`config.mk`:
```
export PLATFORM = sky130hd
export DESIGN_NAME = axi_lite_regfile
export DESIGN_NICKNAME = d
export VERILOG_FILES = /design/src/rtl/axi_lite_pkg.sv /design/src/rtl/axi_lite_hold_reg.sv /design/src/rtl/axi_lite_regfile.sv
export SDC_FILE = /design/constraint.sdc
export NUM_CORES = 1
export LEC_CHECK = 0
export CAP_MARGIN = 5
export CORE_MARGIN = 10
export CORE_UTILIZATION = 53
export DETAILED_ROUTE_END_ITERATION = 16
export GPL_TIMING_DRIVEN = 0
export PLACE_DENSITY = 0.86
export SYNTH_ARGS = -nofsm -noshare
export SYNTH_HDL_FRONTEND = slang
export SYNTH_SLANG_ARGS = --single-unit
```
`constraint.sdc`:
```
create_clock -name S_AXI_ACLK -period 3.49 [get_ports S_AXI_ACLK]
set_input_delay 0.349 -clock S_AXI_ACLK [delete_from_list [all_inputs] [get_ports S_AXI_ACLK]]
set_output_delay 0.349 -clock S_AXI_ACLK [all_outputs]
set_load 0.01 [all_outputs]
```
`src/rtl/axi_lite_pkg.sv`:
```
// Shared constants for the AXI4-Lite register file: response codes, FSM states
// and an index-width helper.
package axi_lite_pkg;

  localparam logic [1:0] RESP_OKAY   = 2'b00;
  localparam logic [1:0] RESP_SLVERR = 2'b10;

  localparam logic [0:0] WR_IDLE = 1'b0;
  localparam logic [0:0] WR_RESP = 1'b1;

  localparam logic [0:0] RD_IDLE = 1'b0;
  localparam logic [0:0] RD_DATA = 1'b1;

  function automatic int idx_width(input int n);
    return (n <= 1) ? 1 : $clog2(n);
  endfunction

endpackage

```
`src/rtl/axi_lite_hold_reg.sv`:
```
// One-entry valid/data holding register; used to park an AXI channel beat
// until its partner channel arrives.
module axi_lite_hold_reg #(
  parameter int WIDTH = 8
) (
  input  logic             clk,
  input  logic             rst_n,
  input  logic             load,
  input  logic             clear,
  input  logic [WIDTH-1:0] din,
  output logic             full,
  output logic [WIDTH-1:0] dout
);

  always_ff @(posedge clk or negedge rst_n) begin
    if (!rst_n) begin
      full <= 1'b0;
      dout <= '0;
    end else if (clear) begin
      full <= 1'b0;
    end else if (load) begin
      full <= 1'b1;
      dout <= din;
    end
  end

endmodule

```
`src/rtl/axi_lite_regfile.sv`:
```
// AXI4-Lite slave register file: NUM_REGS read/write control registers with
// byte strobes, NUM_RO read-only status registers, SLVERR on illegal access.
module axi_lite_regfile
  import axi_lite_pkg::*;
#(
  parameter int                    DATA_WIDTH = 32,
  parameter int                    ADDR_WIDTH = 6,
  parameter int                    NUM_REGS   = 8,
  parameter int                    NUM_RO     = 2,
  parameter logic [DATA_WIDTH-1:0] RESET_VAL  = '0
) (
  input  logic                           S_AXI_ACLK,
  input  logic                           S_AXI_ARESETN,
  input  logic [ADDR_WIDTH-1:0]          S_AXI_AWADDR,
  input  logic                           S_AXI_AWVALID,
  output logic                           S_AXI_AWREADY,
  input  logic [DATA_WIDTH-1:0]          S_AXI_WDATA,
  input  logic [DATA_WIDTH/8-1:0]        S_AXI_WSTRB,
  input  logic                           S_AXI_WVALID,
  output logic                           S_AXI_WREADY,
  output logic [1:0]                     S_AXI_BRESP,
  output logic                           S_AXI_BVALID,
  input  logic                           S_AXI_BREADY,
  input  logic [ADDR_WIDTH-1:0]          S_AXI_ARADDR,
  input  logic                           S_AXI_ARVALID,
  output logic                           S_AXI_ARREADY,
  output logic [DATA_WIDTH-1:0]          S_AXI_RDATA,
  output logic [1:0]                     S_AXI_RRESP,
  output logic                           S_AXI_RVALID,
  input  logic                           S_AXI_RREADY,
  output logic [NUM_REGS*DATA_WIDTH-1:0] reg_out,
  output logic [NUM_REGS-1:0]            wr_pulse,
  input  logic [NUM_RO*DATA_WIDTH-1:0]   status_in
);

  localparam int BYTES = DATA_WIDTH / 8;
  localparam int LSB   = idx_width(BYTES);
  localparam int IDXW  = ADDR_WIDTH - LSB;
  localparam int WHW   = DATA_WIDTH + BYTES;

  logic                  out_of_reset;
  logic [0:0]            wr_state;
  logic [0:0]            rd_state;
  logic                  aw_full;
  logic                  w_full;
  logic [ADDR_WIDTH-1:0] aw_hold;
  logic [WHW-1:0]        w_hold;
  logic                  aw_load;
  logic                  w_load;
  logic                  ar_load;
  logic                  commit;
  logic [ADDR_WIDTH-1:0] aw_addr_eff;
  logic [DATA_WIDTH-1:0] w_data_eff;
  logic [BYTES-1:0]      w_strb_eff;
  logic [IDXW-1:0]       wr_idx;
  logic [IDXW-1:0]       rd_idx;
  logic [NUM_REGS-1:0]   wr_hit;
  logic [DATA_WIDTH-1:0] regs [NUM_REGS];
  logic [DATA_WIDTH-1:0] rd_data_nxt;
  logic [1:0]            rd_resp_nxt;
  logic [DATA_WIDTH-1:0] rd_data_p1;
  logic [1:0]            rd_resp_p1;
  logic [1:0]            wr_resp_p1;
  logic [NUM_REGS-1:0]   wr_pulse_p1;
  logic                  unused_addr_lsbs;

  always_ff @(posedge S_AXI_ACLK or negedge S_AXI_ARESETN) begin
    if (!S_AXI_ARESETN) out_of_reset <= 1'b0;
    else                out_of_reset <= 1'b1;
  end

  assign S_AXI_AWREADY = ~aw_full & (wr_state == WR_IDLE) & out_of_reset;
  assign S_AXI_WREADY  = ~w_full  & (wr_state == WR_IDLE) & out_of_reset;
  assign S_AXI_ARREADY = (rd_state == RD_IDLE) & out_of_reset;
  assign S_AXI_BVALID  = (wr_state == WR_RESP);
  assign S_AXI_RVALID  = (rd_state == RD_DATA);
  assign S_AXI_BRESP   = wr_resp_p1;
  assign S_AXI_RRESP   = rd_resp_p1;
  assign S_AXI_RDATA   = rd_data_p1;
  assign wr_pulse      = wr_pulse_p1;

  assign aw_load = S_AXI_AWVALID & S_AXI_AWREADY;
  assign w_load  = S_AXI_WVALID & S_AXI_WREADY;
  assign ar_load = S_AXI_ARVALID & S_AXI_ARREADY;

  // A beat arriving in the commit cycle bypasses its hold so a write whose
  // second half lands now commits on this edge.
  assign commit = (wr_state == WR_IDLE) & (aw_full | aw_load) & (w_full | w_load);

  axi_lite_hold_reg #(.WIDTH(ADDR_WIDTH)) u_aw_hold (
    .clk   (S_AXI_ACLK),
    .rst_n (S_AXI_ARESETN),
    .load  (aw_load & ~commit),
    .clear (commit),
    .din   (S_AXI_AWADDR),
    .full  (aw_full),
    .dout  (aw_hold)
  );

  axi_lite_hold_reg #(.WIDTH(WHW)) u_w_hold (
    .clk   (S_AXI_ACLK),
    .rst_n (S_AXI_ARESETN),
    .load  (w_load & ~commit),
    .clear (commit),
    .din   ({S_AXI_WSTRB, S_AXI_WDATA}),
    .full  (w_full),
    .dout  (w_hold)
  );

  assign aw_addr_eff               = aw_full ? aw_hold : S_AXI_AWADDR;
  assign {w_strb_eff, w_data_eff}  = w_full ? w_hold : {S_AXI_WSTRB, S_AXI_WDATA};
  assign wr_idx                    = aw_addr_eff[ADDR_WIDTH-1:LSB];
  assign rd_idx                    = S_AXI_ARADDR[ADDR_WIDTH-1:LSB];
  assign unused_addr_lsbs          = ^{aw_addr_eff[LSB-1:0], S_AXI_ARADDR[LSB-1:0]};

  always_comb begin
    wr_hit = '0;
    for (int i = 0; i < NUM_REGS; i++) begin
      wr_hit[i] = commit & (wr_idx == IDXW'(i));
    end
  end

  // Commit stage: register update, pulse and response all land on one edge.
  always_ff @(posedge S_AXI_ACLK or negedge S_AXI_ARESETN) begin
    if (!S_AXI_ARESETN) begin
      for (int i = 0; i < NUM_REGS; i++) regs[i] <= RESET_VAL;
      wr_pulse_p1 <= '0;
    end else begin
      for (int i = 0; i < NUM_REGS; i++) begin
        for (int b = 0; b < BYTES; b++) begin
          if (wr_hit[i] && w_strb_eff[b]) regs[i][b*8 +: 8] <= w_data_eff[b*8 +: 8];
        end
      end
      wr_pulse_p1 <= wr_hit;
    end
  end

  always_ff @(posedge S_AXI_ACLK or negedge S_AXI_ARESETN) begin
    if (!S_AXI_ARESETN) begin
      wr_state   <= WR_IDLE;
      wr_resp_p1 <= RESP_OKAY;
    end else begin
      case (wr_state)
        WR_IDLE: if (commit) begin
          wr_state   <= WR_RESP;
          wr_resp_p1 <= (|wr_hit) ? RESP_OKAY : RESP_SLVERR;
        end
        default: if (S_AXI_BREADY) wr_state <= WR_IDLE;
      endcase
    end
  end

  always_comb begin
    rd_data_nxt = '0;
    rd_resp_nxt = RESP_SLVERR;
    for (int i = 0; i < NUM_REGS; i++) begin
      if (rd_idx == IDXW'(i)) begin
        rd_data_nxt = regs[i];
        rd_resp_nxt = RESP_OKAY;
      end
    end
    for (int j = 0; j < NUM_RO; j++) begin
      if (rd_idx == IDXW'(NUM_REGS + j)) begin
        rd_data_nxt = status_in[j*DATA_WIDTH +: DATA_WIDTH];
        rd_resp_nxt = RESP_OKAY;
      end
    end
  end

  // Read stage: data sampled on the AR handshake edge and held until RREADY.
  always_ff @(posedge S_AXI_ACLK or negedge S_AXI_ARESETN) begin
    if (!S_AXI_ARESETN) begin
      rd_state   <= RD_IDLE;
      rd_data_p1 <= '0;
      rd_resp_p1 <= RESP_OKAY;
    end else begin
      case (rd_state)
        RD_IDLE: if (ar_load) begin
          rd_state   <= RD_DATA;
          rd_data_p1 <= rd_data_nxt;
          rd_resp_p1 <= rd_resp_nxt;
        end
        default: if (S_AXI_RREADY) rd_state <= RD_IDLE;
      endcase
    end
  end

  for (genvar g = 0; g < NUM_REGS; g++) begin : g_reg_out
    assign reg_out[g*DATA_WIDTH +: DATA_WIDTH] = regs[g];
  end

endmodule

```
Word-level counts from Yosys, hierarchy flattened
Cells that the tools add are included.

Bits in registers: 347. Input bits: 119. Output and inout bits: 305. Logic and storage cells: 160.

Equal/unequal tests: 16. Muxes and demuxes: 33. Bitwise gates (word level): 27. Reduce and logical (&&, ||, !) cells: 41.

Operators with widths (count): $mux W32 (10); $mux W36 (1); $eq A4 B3 Y1 const B (8); $logic_and A1 B1 Y1 (32); $mux W2 (11); $and A1 B1 Y1 (20); $eq A4 B2 Y1 const B (4); $mux W1 (10); $eq A4 B1 Y1 const B (2); $eq A4 B4 Y1 const B (2); $logic_not A4 Y1 (2); $reduce_and A2 Y1 (4); $reduce_or A8 Y1 (1); $mux W6 (1); $not A1 Y1 (5); $reduce_bool A2 Y1 (2); $or A1 B1 Y1 (2).

Depth between registers and ports, before layout
Gate-level depths: netlist of run 1.

Word-level depth: 11. Gate-level depth with buffers: 8.

Hierarchy
Synthesis of run 1 repeated with hierarchy kept, for this count alone.

Cells, all modules: 1376. Area total of the unflattened synthesis: 16637.2 um^2.

Modules (own cells, without submodules): axi_lite_regfile (instances 1, cells an instance 1279, area an instance 14794.2 um^2); axi_lite_hold_reg at u_w_hold (instances 1, cells an instance 80, area an instance 1545.2 um^2); axi_lite_hold_reg at u_aw_hold (instances 1, cells an instance 17, area an instance 297.8 um^2).

Least setup slack after synthesis of run 1
Ideal clock, no wire load.

Path type: reg2reg. Start: register u_aw_hold.full. End: register regs, in the netlist reg_out[0]. Arrival: 2.058 ns. Data required time: 3.363 ns. Slack: 1.304 ns. Stages on the path, launching flop included: 7. Path buffers: 1. Clock period less this slack: 2.186 ns. Cell sequence: dfrtp_1 > or3_1 > a2111o_1 > or2_1 > nor2b_1 > buf_4 > mux2_1.

Cells in the longest elaborated chain, start to end: 9. Elaborated cells between the ends (all ways): 11.

RTL lines: start, declared (RTL line axi_lite_hold_reg.sv:11) `output logic full,`; start signal, assigned (RTL line axi_lite_hold_reg.sv:17) `full <= 1'b0;`; start signal, assigned (RTL line axi_lite_hold_reg.sv:20) `full <= 1'b0;`; start signal, assigned (RTL line axi_lite_hold_reg.sv:22) `full <= 1'b1;`; $not A1 Y1 (RTL line axi_lite_regfile.sv:72) `assign S_AXI_AWREADY = ~aw_full & (wr_state == WR_IDLE) & out_of_reset;`; $and A1 B1 Y1 (2 in a row) (RTL line axi_lite_regfile.sv:72); $and A1 B1 Y1 (RTL line axi_lite_regfile.sv:82) `assign aw_load = S_AXI_AWVALID & S_AXI_AWREADY;`; $or A1 B1 Y1 (RTL line axi_lite_regfile.sv:88) `assign commit = (wr_state == WR_IDLE) & (aw_full | aw_load) & (w_full | w_load);`; $and A1 B1 Y1 (2 in a row) (RTL line axi_lite_regfile.sv:88); $and A1 B1 Y1 * (RTL line axi_lite_regfile.sv:119) `wr_hit[i] = commit & (wr_idx == IDXW'(i));`; $logic_and A1 B1 Y1 * (RTL line axi_lite_regfile.sv:131) `if (wr_hit[i] && w_strb_eff[b]) regs[i][b*8 +: 8] <= w_data_eff[b*8 +: 8];`; end signal, assigned by index (RTL line axi_lite_regfile.sv:131); end, declared (RTL line axi_lite_regfile.sv:58) `logic [DATA_WIDTH-1:0] regs [NUM_REGS];`.

Every way passes the cells marked *; elsewhere a longest branch is shown, timed or not. A chain may end at the register's enable or synchronous reset.

Worst setup path in the final report of run 1
Start: register u_w_hold.full. End: output S_AXI_WREADY.

Cells in the longest elaborated chain, start to end: 3.

RTL lines: start, declared (RTL line axi_lite_hold_reg.sv:11); start signal, assigned (RTL line axi_lite_hold_reg.sv:17); start signal, assigned (RTL line axi_lite_hold_reg.sv:20); start signal, assigned (RTL line axi_lite_hold_reg.sv:22); $not A1 Y1 (RTL line axi_lite_regfile.sv:73) `assign S_AXI_WREADY = ~w_full & (wr_state == WR_IDLE) & out_of_reset;`; $and A1 B1 Y1 (2 in a row) (RTL line axi_lite_regfile.sv:73); end, declared (RTL line axi_lite_regfile.sv:20) `output logic S_AXI_WREADY,`.

No other way between the ends.

==> flow_metrics.env, run 1 <==
export IMPL_highest_layer="met5"
export IMPL_ys_top_cells_by_area="dfrtp_1, mux2_2, a21oi_1"
export IMPL_cts_root_buf="clkbuf_16"
export IMPL_clk_path_buf_depth=3
export IMPL_reg2reg_depth=5
export IMPL_drt_wirelength_per_cell_um=31.0
export IMPL_clkTransAtPathRegs_ns=0.06
export IMPL_fp_row_count=63
export IMPL_drt_met1_wl_um=23900
export IMPL_synth_top_family_by_area="multiplexers"
export IMPL_grt_usage_pct=34.6
export IMPL_die_h_um=193
export IMPL_max_freq_mhz=304
export IMPL_core_area_sq_um=29600
export IMPL_io_buffers=417
export IMPL_synthMuxAreaShare_pct=26.9
export IMPL_cts_tree="done"
export IMPL_vias_per_cell=6.45
export IMPL_synth_top_cell_by_area="dfrtp_1"
export IMPL_grt_max_degree=103
export IMPL_htree_num_levels=2
export IMPL_rsz0062_at_grt="no"
export IMPL_ir_drop_v=0.000573
export IMPL_skew_ns=0.0165
export IMPL_netlist_area_sq_um=15900
export IMPL_timing_final_crit_share_pct=94.4
export IMPL_wl_met3_um=7870
export IMPL_timing_critical_path_from="u_w_hold.full$_DFFE_PN0P_"
export IMPL_path_class="flip-flop to output pin"
export IMPL_drtIter0Drc=1310
export IMPL_arrival_ns=2.94
export IMPL_min_period_ns=3.29
export IMPL_cts_buffers=38
export IMPL_die_w_um=193
export IMPL_finalPower_mw=18.2
export IMPL_grt_first_pass_wirelength_um=98000
export IMPL_worstReg2RegEnd="reg_out[145]$_DFFE_PN0P_"
export IMPL_tightestPinTransition_ns=1.07
export IMPL_power_leakage_nw=9.78
export IMPL_grt_pass1_vias=14600
export IMPL_initial_utilization_pct=53.8
export IMPL_ant_nets=0
export IMPL_crit_cells=5
export IMPL_hpwl_um=49300
export IMPL_ys_seq_area_share_pct=53.9
export IMPL_syn_to_final_growth_pct=38.2
export IMPL_cp_required_ns=3.14
export IMPL_drive_gt1_share_pct=23.1
export IMPL_syn_avg_cell_area_sq_um=12.3
export IMPL_cp_slowest_stage_delay_ns=0.77
export IMPL_cp_top_family="buffers and inverters"
export IMPL_dieArea_sq_um=37400
export IMPL_drt_total_wl_um=67600
export IMPL_synth_simple_area_share_pct=6.34
export IMPL_finalSetupViolCount=0
export IMPL_yosysUniqueCellTypes=52
export IMPL_synth_cells=1294
export IMPL_synth_async_reset_ratio_pct=100
export IMPL_reg2reg_from="u_aw_hold.full$_DFFE_PN0P_"
export IMPL_power_density_nw_per_um2=825
export IMPL_cts_sinks=343
export IMPL_worstHoldPathType="input pin to async pin"
export IMPL_synth_top_area_share_pct=53.9
export IMPL_io_pins=424
export IMPL_r2r_slack_ns=0.26
export IMPL_synth_edf_count=0
export IMPL_vias=14000
export IMPL_hold_viol_final=0
export IMPL_grt_overflow=0
export IMPL_slew_violations=0
export IMPL_synth_compound_area_share_pct=10.5
export IMPL_crit_chain="buf_2 > buf_1 > buf_1 > nor2_1 > clkdlybuf4s50_1"
export IMPL_finalNetCount=1875
export IMPL_ys_flop_type="dfrtp_1"
export IMPL_route_met2_wl_um=31600
export IMPL_ys_ff_latch=343
export IMPL_first_pass_iters=5
export IMPL_drv_cap=0
export IMPL_antenna_found_initial=4
export IMPL_remaining_drc_errors=0
export IMPL_startpoint_type="flip-flop"
export IMPL_crit_path_frequent_cell="buf_1"
export IMPL_cp_slowest_cell="buf_1"
export IMPL_status="completed"
export IMPL_clk_latency_ns=0.53
export IMPL_cp_endpoint="S_AXI_WREADY"
export IMPL_synth_xor_area_share_pct=0
export IMPL_relSlewSlack_pct=28.8
export IMPL_crit_buf_inv=4
export IMPL_endpoint_kind="output pin"
export IMPL_gp_congestion=0.926
export IMPL_fin_hold_ws_ns=0.375
export IMPL_postLayoutCoreUtil_pct=74.3
export IMPL_yosysWarnings=0
export IMPL_path_max_fanout=10
export IMPL_yosys_area_share_adder_pct=0
worst min-delay path by stage:
stage	slack, ns	end
after floorplan	0.05	S_AXI_BRESP[1]$_DFFE_PN0P_
after global placement	0.46	S_AXI_BRESP[1]$_DFFE_PN0P_
after detailed placement	0.40	u_w_hold.dout[3]$_DFFE_PN0P_
after CTS	0.39	S_AXI_BVALID$_DFF_PN0_
after global routing	0.40	S_AXI_RVALID$_DFF_PN0_
final	0.38	u_w_hold.dout[3]$_DFFE_PN0P_
layout by cell type, fill, tap and decap left out, drive strengths merged, types with 11 or more instances in the layout:
cell type	Yosys	layout
a21oi	88	88
a221oi	16	16
buf	28	32
clkbuf	51	107
clkdlybuf4s50	0	416
dfrtp	343	343
inv	10	11
mux2	337	337
mux2i	26	26
nand2	55	55
nand3	23	23
nor2	90	90
nor2b	11	11
nor3	20	20
o21ai	63	63
o22ai	28	28
o32a	18	18
o41ai	18	18
power by group:
group,internal [mW],switching (mW),total [mW],leakage [nW]
clock,2.52,1.67,4.18,0.653
sequential,5.52,1.28,6.79,4.56
combinational,3.89,3.29,7.19,4.57
total,11.9,6.24,18.2,9.78
routing by layer:
layer / vias up / GRT usage [%]
met4: 2 / 17.3
met3: 262 / 12.5
met2: 963 / 56.3
li1: 5708 / -
met5: - / 0
met1: 7110 / 39.6
timing repair:
item | 4_1_cts | 5_1_grt
setup endpoints to repair | 0 | 9
resized for setup | 0 | 1
hold buffers | 1 | 0
endpoints found under the hold margin | 83 | 0
setup buffers | 0 | 0
cells in the mapped netlist, drive strengths merged, types with 2 or more instances:
master / n
mux2i: 26
buf: 28
o32ai: 2
dfrtp: 343
nor2b: 11
a22oi: 2
o221ai: 5
nand3b: 2
nor3: 20
a211oi: 2
or2: 3
a31o: 5
o32a: 18
clkbuf: 51
a2bb2oi: 2
or3: 7
inv: 10
a21boi: 5
a221oi: 16
and2: 2
o22ai: 28
conb: 2
o21ai: 63
nand3: 23
nor3b: 2
nand2: 55
mux2: 337
nor2: 90
o41ai: 18
o211ai: 2
nand2b: 4
mux4: 10
a21oi: 88
registers in the layout, indices dropped and copies added (netlist names):
signal and flops:
reg_out 256, wr_pulse 8, S_AXI_RRESP 1, S_AXI_BRESP 1
u_w_hold.dout 36, S_AXI_RVALID 1, u_aw_hold.dout 4, out_of_reset 1
u_w_hold.full 1, S_AXI_RDATA 32, u_aw_hold.full 1, S_AXI_BVALID 1
cell families (layout without fill, tap and decap cells):
family | Yosys count | count (layout)
other cells | 2 | 7
flops | 343 | 343
simple gates | 223 | 223
buf+inv | 90 | 579
compound gates | 263 | 263
mux | 373 | 373
through the flow:
step	instance area [sq um]	setup slack, ns	std cells	setup TNS, ns
4_1_cts	22000	0.0413	2174	0
5_1_grt	22000	0.0577	2177	0
3_5_place_dp	20700	-0.450	2105	-4.77
6_report	22000	0.196	2178	0
3_3_place_gp	20600	-12.73	2102	-4358.77
2_1_floorplan	15900	1.30	1295	0
cell type report:
class | instances | area, sq um
multi-input combinational | 862 | 6980
timing repair buffer | 421 | 4270
tap | 390 | 488
inverter | 11 | 41.3
buffer | 79 | 335
fill | 2030 | 7620
clock inverter | 12 | 116
clock buffer | 56 | 1190
sequential | 343 | 8580
antenna | 4 | 10.0
Note: power is estimated with default switching activity, not from simulation.
==> run 2: changes to the inputs <==
Settings changed: CTS_CLUSTER_DIAMETER from default to 80.
==> results of run 2 <==
Final layout, timing and power as in run 1 (identical DEF).
